===== src/rtl/dvp_pkg.sv =====
// Shared types and default timing for the DVP camera-bus transmitter.
package dvp_pkg;

    localparam int DVP_DATA_WIDTH   = 8;
    localparam int PIXEL_W          = 2 * DVP_DATA_WIDTH;
    localparam int DVP_H_ACTIVE     = 640;
    localparam int DVP_V_ACTIVE     = 480;
    localparam int DVP_H_BLANK      = 16;
    localparam int DVP_VSYNC_CYCLES = 8;
    localparam int DVP_V_BACK       = 8;

    typedef enum logic [2:0] {
        ST_IDLE,
        ST_VSYNC,
        ST_VBACK,
        ST_ACT_MSB,
        ST_ACT_LSB,
        ST_HBLANK
    } dvp_state_e;

    // Counter width able to hold 0..n-1, never narrower than one bit.
    function automatic int cnt_w(input int n);
        return (n > 1) ? $clog2(n) : 1;
    endfunction

endpackage


===== src/rtl/dvp_tx_pattern_gen.sv =====
// Ramp source {line[7:0], col[7:0]}; exists only when DVP_TX_TEST_PATTERN_EN is defined.
`ifdef DVP_TX_TEST_PATTERN_EN
module dvp_tx_pattern_gen
    import dvp_pkg::*;
#(
    parameter int PW = PIXEL_W,
    parameter int LW = 1,
    parameter int CW = 1
) (
    input  logic [LW-1:0] line_i,
    input  logic [CW-1:0] col_i,
    output logic [PW-1:0] pixel_o
);

    logic [7:0] line8;
    logic [7:0] col8;

    assign line8   = 8'(line_i);
    assign col8    = 8'(col_i);
    assign pixel_o = PW'({line8, col8});

endmodule
`endif


===== src/rtl/dvp_stream_tx.sv =====
// DVP transmitter: FWFT FIFO pixels onto PCLK/VSYNC/HREF/8-bit bus, MSB byte first.
// Optional ramp source under DVP_TX_TEST_PATTERN_EN (adds pattern_en_i).
module dvp_stream_tx
    import dvp_pkg::*;
#(
    parameter int DATA_WIDTH   = DVP_DATA_WIDTH,
    parameter int H_ACTIVE     = DVP_H_ACTIVE,
    parameter int V_ACTIVE     = DVP_V_ACTIVE,
    parameter int H_BLANK      = DVP_H_BLANK,
    parameter int VSYNC_CYCLES = DVP_VSYNC_CYCLES,
    parameter int V_BACK       = DVP_V_BACK
) (
    input  logic                    clk_i,
    input  logic                    resetn_i,
    input  logic                    enable_i,
`ifdef DVP_TX_TEST_PATTERN_EN
    input  logic                    pattern_en_i,
`endif
    input  logic                    pixel_valid_i,
    input  logic [2*DATA_WIDTH-1:0] pixel_data_i,
    output logic                    pixel_ready_o,
    output logic                    cam_pclk_o,
    output logic [DATA_WIDTH-1:0]   cam_half_pixel_o,
    output logic                    cam_href_o,
    output logic                    cam_vsync_o,
    output logic                    frame_done_o,
    output logic                    underrun_o
);

    localparam int PW   = 2 * DATA_WIDTH;
    localparam int CW   = cnt_w(H_ACTIVE);
    localparam int LW   = cnt_w(V_ACTIVE);
    localparam int BMAX = (VSYNC_CYCLES > V_BACK) ?
                          ((VSYNC_CYCLES > H_BLANK) ? VSYNC_CYCLES : H_BLANK) :
                          ((V_BACK > H_BLANK) ? V_BACK : H_BLANK);
    localparam int BW   = cnt_w(BMAX);

    dvp_state_e            state_q, state_d;
    logic                  ph_q;
    logic [CW-1:0]         col_q, col_d;
    logic [LW-1:0]         line_q, line_d;
    logic [BW-1:0]         blk_q, blk_d;
    logic                  vsync_q, vsync_d;
    logic                  href_q, href_d;
    logic [DATA_WIDTH-1:0] data_q, data_d;
    logic [DATA_WIDTH-1:0] lsb_q, lsb_d;
    logic                  underrun_q, underrun_d;
    logic                  frame_done_q;
    logic                  frame_end;
    logic                  enter_msb;
    logic                  tick;
    logic                  pattern_sel;
    logic [PW-1:0]         pixel_src;

    assign tick = ph_q;

`ifdef DVP_TX_TEST_PATTERN_EN
    logic [PW-1:0] ramp_pixel;

    // The ramp is evaluated for the pixel being entered, so it sees next-state counters.
    dvp_tx_pattern_gen #(.PW(PW), .LW(LW), .CW(CW)) u_pattern_gen (
        .line_i  (line_d),
        .col_i   (col_d),
        .pixel_o (ramp_pixel)
    );

    assign pattern_sel = pattern_en_i;
    assign pixel_src   = pattern_en_i ? ramp_pixel : pixel_data_i;
`else
    assign pattern_sel = 1'b0;
    assign pixel_src   = pixel_data_i;
`endif

    always_comb begin
        // NOTE: every combinational output gets a default first so no path infers a latch.
        state_d    = state_q;
        col_d      = col_q;
        line_d     = line_q;
        blk_d      = blk_q;
        vsync_d    = vsync_q;
        href_d     = href_q;
        data_d     = data_q;
        lsb_d      = lsb_q;
        underrun_d = underrun_q;
        frame_end  = 1'b0;
        enter_msb  = 1'b0;

        unique case (state_q)
            ST_IDLE: begin
                vsync_d = 1'b1;
                href_d  = 1'b0;
                data_d  = '0;
                if (enable_i) begin
                    state_d = ST_VSYNC;
                    blk_d   = '0;
                end
            end
            ST_VSYNC: begin
                if (blk_q == BW'(VSYNC_CYCLES - 1)) begin
                    state_d    = ST_VBACK;
                    blk_d      = '0;
                    line_d     = '0;
                    vsync_d    = 1'b0;
                    underrun_d = 1'b0;
                end else begin
                    blk_d = blk_q + BW'(1);
                end
            end
            ST_VBACK: begin
                if (blk_q == BW'(V_BACK - 1)) begin
                    enter_msb = 1'b1;
                    col_d     = '0;
                end else begin
                    blk_d = blk_q + BW'(1);
                end
            end
            ST_ACT_MSB: begin
                state_d = ST_ACT_LSB;
                data_d  = lsb_q;
            end
            ST_ACT_LSB: begin
                if (col_q == CW'(H_ACTIVE - 1)) begin
                    state_d = ST_HBLANK;
                    href_d  = 1'b0;
                    data_d  = '0;
                    blk_d   = '0;
                end else begin
                    enter_msb = 1'b1;
                    col_d     = col_q + CW'(1);
                end
            end
            ST_HBLANK: begin
                if (blk_q != BW'(H_BLANK - 1)) begin
                    blk_d = blk_q + BW'(1);
                end else if (line_q == LW'(V_ACTIVE - 1)) begin
                    frame_end = 1'b1;
                    vsync_d   = 1'b1;
                    blk_d     = '0;
                    state_d   = enable_i ? ST_VSYNC : ST_IDLE;
                end else begin
                    enter_msb = 1'b1;
                    line_d    = line_q + LW'(1);
                    col_d     = '0;
                end
            end
            default: state_d = ST_IDLE;
        endcase

        // A missing FIFO word still occupies its slot: HREF timing never stretches.
        if (enter_msb) begin
            state_d = ST_ACT_MSB;
            href_d  = 1'b1;
            if (pattern_sel || pixel_valid_i) begin
                data_d = pixel_src[PW-1:DATA_WIDTH];
                lsb_d  = pixel_src[DATA_WIDTH-1:0];
            end else begin
                data_d     = '0;
                lsb_d      = '0;
                underrun_d = 1'b1;
            end
        end
    end

    always_ff @(posedge clk_i) begin
        // NOTE: state registers use non-blocking assignments so every flop samples pre-edge values.
        if (!resetn_i) begin
            ph_q         <= 1'b0;
            state_q      <= ST_IDLE;
            col_q        <= '0;
            line_q       <= '0;
            blk_q        <= '0;
            vsync_q      <= 1'b1;
            href_q       <= 1'b0;
            data_q       <= '0;
            lsb_q        <= '0;
            underrun_q   <= 1'b0;
            frame_done_q <= 1'b0;
        end else begin
            ph_q         <= ~ph_q;
            frame_done_q <= tick & frame_end;
            if (tick) begin
                state_q    <= state_d;
                col_q      <= col_d;
                line_q     <= line_d;
                blk_q      <= blk_d;
                vsync_q    <= vsync_d;
                href_q     <= href_d;
                data_q     <= data_d;
                lsb_q      <= lsb_d;
                underrun_q <= underrun_d;
            end
        end
    end

    // Pop is combinational so the FIFO advances on exactly the tick that samples its head.
    assign pixel_ready_o    = resetn_i & tick & enter_msb & ~pattern_sel & pixel_valid_i;
    assign cam_pclk_o       = ph_q;
    assign cam_half_pixel_o = data_q;
    assign cam_href_o       = href_q;
    assign cam_vsync_o      = vsync_q;
    assign frame_done_o     = frame_done_q;
    assign underrun_o       = underrun_q;

endmodule


===== config.mk =====
export PLATFORM = sky130hd
export DESIGN_NAME = dvp_stream_tx
export DESIGN_NICKNAME = d
export VERILOG_FILES = /design/src/rtl/dvp_pkg.sv /design/src/rtl/dvp_tx_pattern_gen.sv /design/src/rtl/dvp_stream_tx.sv
export SDC_FILE = /design/constraint.sdc
export NUM_CORES = 1
export LEC_CHECK = 0
export BUFFER_PORTS_ARGS = -buffer_cell sky130_fd_sc_hd__buf_4
export CAP_MARGIN = 20
export CORE_UTILIZATION = 25
export DETAILED_ROUTE_END_ITERATION = 12
export HOLD_SLACK_MARGIN = 0.06
export MAX_ROUTING_LAYER = met4
export PLACE_DENSITY_LB_ADDON = 0.05
export SLEW_MARGIN = 40
export SYNTH_ARGS = -nofsm -noshare
export SYNTH_HDL_FRONTEND = slang
export SYNTH_SLANG_ARGS = --single-unit

===== constraint.sdc =====
create_clock -name clk_i -period 2.2 [get_ports clk_i]
set_input_delay 0.22 -clock clk_i [delete_from_list [all_inputs] [get_ports clk_i]]
set_output_delay 0.22 -clock clk_i [all_outputs]
set_load 0.03 [all_outputs]

==> impl_metrics.env <==
export IMPL_cts_tree="done"
export IMPL_grt_overflow_total=0
export IMPL_tritoncts_num_buffers=5
export IMPL_seq_area_frac_synth_pct=40.9
export IMPL_power_density_cell_area_nw_per_um2=642
export IMPL_first_global_vias=2100
export IMPL_post_drt_via_cell_ratio=5.03
export IMPL_post_synth_fa_ha_maj_area_fraction_pct=1.63
export IMPL_ant_nets=0
export IMPL_synth_mux_area_share_pct=0.435
export IMPL_post_drt_wl_per_cell_um=15.2
export IMPL_place_ws_ps=-69.2
export IMPL_path_clk_slew_ps=100
export IMPL_syn_instance_count=264
export IMPL_layout_filler_cells=907
export IMPL_vias=2243
export IMPL_failed_checks="design-rule violations, negative setup slack"
export IMPL_cts_htree_levels=2
export IMPL_pin_count_of_the_biggest_net_entering_global_routing=25
export IMPL_reg2reg_to="blk_q[2]"
export IMPL_drt_iter0_drc=73
export IMPL_core_um2=8810
export IMPL_grt_pass1_wl_um=10800
export IMPL_cts_max_path_buffers=2
export IMPL_synth_seq_cells=47
export IMPL_postRouteWirelength_um=6790
export IMPL_die_width_um=97.9
export IMPL_post_synth_and_or_nand_nor_area_fraction_pct=25.6
export IMPL_async_reset_ff_share_pct=0
export IMPL_achievable_frequency_ghz=0.450
export IMPL_post_route_period_util_pct=101
export IMPL_drc=1
export IMPL_endpoints_failing_setup=2
export IMPL_outcome="finished with violations"
export IMPL_yosys_area_share_xor_xnor_pct=3.05
export IMPL_critPathLaunch="line_q[1]"
export IMPL_rows=34
export IMPL_ctsHoldBuffers=0
export IMPL_mostFrequentLayoutCell="buf_4"
export IMPL_critPathLaunchType="flip-flop"
export IMPL_postSynthNetCount=287
export IMPL_finish_instance_area_um2=3240
export IMPL_least_margin_pin_slew_ps=524
export IMPL_clock_sink_count=47
export IMPL_worstSetupEndpoint="blk_q[2]"
export IMPL_dp_cells=431
export IMPL_dp_hpwl_um=4670
export IMPL_max_clock_skew_ps=13.8
export IMPL_avgSynthCellArea_um2=8.71
export IMPL_worstSetupPathType="flip-flop to flip-flop"
export IMPL_finalWorstSetupSlack_ps=-20.1
export IMPL_final_layout_size_suffix_gt1_share_pct=36.4
export IMPL_max_vdd_ir_drop_mv=0.312
export IMPL_synth_compound_gate_area_share_pct=23.9
export IMPL_placed_area_um2=2920
export IMPL_slew_viol_final=0
export IMPL_top_level_ports=34
export IMPL_final_cell_mix="buf_4 (77), dfxtp_1 (38), a21oi_1 (24)"
export IMPL_antenna_violations_before_repair=0
export IMPL_initial_utilization_pct=26.1
export IMPL_crit_path_time_final_ps=2220
export IMPL_design_power_total_mw=2.08
export IMPL_synth_top_family_by_area="simple AND/OR/NAND/NOR gates"
export IMPL_yosysWarningCount=0
export IMPL_track_usage_pct=14.5
export IMPL_critical_path_arrival_ps=2450
export IMPL_timing_slew_headroom_pct=64.6
export IMPL_port_buffer_cells=33
export IMPL_layout_nets=360
export IMPL_worst_setup_path_end_kind="flip-flop"
export IMPL_rsz_0062_raised_after_global_routing="true"
export IMPL_post_synth_instance_area_um2=2300
export IMPL_r2r_start="line_q[1]"
export IMPL_die_area_um2=9590
export IMPL_drv_max_cap_violation_count=0
export IMPL_required_ps=2430
export IMPL_routabilityCongestion=0.788
export IMPL_critPathMaxFanout=4
export IMPL_final_cells=446
export IMPL_ys_dominant_reg_cell="dfxtp_1"
export IMPL_synth_edff_count=0
export IMPL_leakage_nw=1.19
export IMPL_yosys_cell_types_count=54
export IMPL_final_hold_viols=0
export IMPL_rr_worst_depth=7
export IMPL_hold_path_class="input pin to flip-flop"
export IMPL_insertion_delay_ps=300
export IMPL_insertedDiodeCount=0
export IMPL_drtPass1Iterations=8
export IMPL_cts_root_buf="clkbuf_8"
export IMPL_chipHeight_um=97.9
export IMPL_syn2layout_area_growth_pct=40.7
export IMPL_rrSetupSlack_ps=-20
## what timing repair did
item	CTS	global route
endpoints found under the setup margin	15	15
pin swaps	7	6
endpoints found under the hold margin	0	0
gates resized for setup	22	17
cloned	0	1
buffers inserted	3	5
## how the worst min path moves through the flow
stage | startpoint | end | depth (start not counted)
global route | pixel_data_i[3] | lsb_q[3] | 2
finish | pixel_data_i[4] | lsb_q[4] | 2
CTS | pixel_data_i[4] | lsb_q[4] | 2
detailed placement | pixel_data_i[4] | lsb_q[4] | 2
floorplan | pixel_data_i[0] | lsb_q[0] | 1
global placement | pixel_data_i[5] | lsb_q[5] | 2
## where the power goes
| part | total, mW | leakage (nW) | internal, mW | switching [mW] |
|---|---|---|---|---|
| registers | 0.924 | 0.385 | 0.893 | 0.0312 |
| logic | 0.490 | 0.747 | 0.222 | 0.269 |
| clock network | 0.664 | 0.0581 | 0.339 | 0.324 |
| total | 2.08 | 1.19 | 1.45 | 0.624 |
## final cells by class
cell class              count  area [um2]  area share, %
repair buffers             79         601           18.6
clock buffers               5        68.8           2.13
flip-flops and latches     47         952           29.4
inverters                   8        30.0          0.928
clock inverters             3        43.8           1.35
well taps                 108         135           4.18
multi-input cells         196        1410           43.4
## sequential cells by signal, indices dropped and copies added, names as in the netlist
signal,flops
blk_q,4
frame_done_o,1
cam_href_o,1
state_q,3
line_q,9
cam_pclk_o,1
col_q,10
cam_half_pixel_o,8
lsb_q,8
cam_vsync_o,1
underrun_o,1
## logic make-up (layout without fill, tap and decap cells)
| logic type | count (synthesis) | in the layout |
|---|---|---|
| simple gates | 101 | 102 |
| compound gates | 82 | 82 |
| flops | 47 | 47 |
| buf+inv | 22 | 95 |
| xor+xnor | 8 | 8 |
| fa+ha+maj | 3 | 3 |
| mux | 1 | 1 |
## cell usage after synthesis, types with 2 or more instances
cell	number	share of area [%]
or4_1	7	2.3
and3_1	2	0.54
inv_1	7	1.1
nand2_1	18	2.9
xor2_1	2	0.76
a21oi_1	27	5.9
nor3b_1	3	0.98
buf_6	2	0.98
buf_2	4	0.87
nor2_1	16	2.6
xnor2_1	6	2.3
nor2b_1	3	0.82
and4_1	2	0.76
a221oi_1	2	0.76
a22oi_1	8	2.6
and2_1	3	0.82
nand3_1	9	2.0
nand4_1	6	1.6
a32o_1	8	3.5
o31ai_1	6	2.0
a21o_1	2	0.65
o22ai_1	2	0.54
nand2b_1	3	0.82
nor4_1	4	1.1
dfxtp_1	47	41
clkbuf_1	8	1.3
ha_1	3	1.6
o21ai_0	17	3.7
nand3b_1	4	1.3
or3_1	6	1.6
nor3_1	4	0.87
## metrics by stage
stage	TNS (ps)	hold WS [ps]	util, %
after floorplan	-6.79	346	-
after global placement	-92.2	432	33.2
after detailed placement	-160	437	33.2
after CTS	-61.5	116	35.6
after global routing	-181	109	36.7
final	-37.4	120	36.7
## critical path, stage by stage, from the launching register on
cell	delay, ps
dfxtp_2	360
ha_4	130
and4b_2	290
a211oi_4	90
buf_6	140
or4_4	510
or4b_4	500
a21oi_2	130
## per-layer routing
metal  vias up  share of wire [%]  global-route usage, %  routed length (um)
met5         -                  0                      -                   0
met4         0               0.62                   3.50                  42
met3         2                3.3                   2.36                 227
met2        41                 44                   21.7                3000
met1      1052                 52                   20.3                3530
li1       1148                  -                      -                   -
No activity file was read; power rests on OpenSTA's default activity.
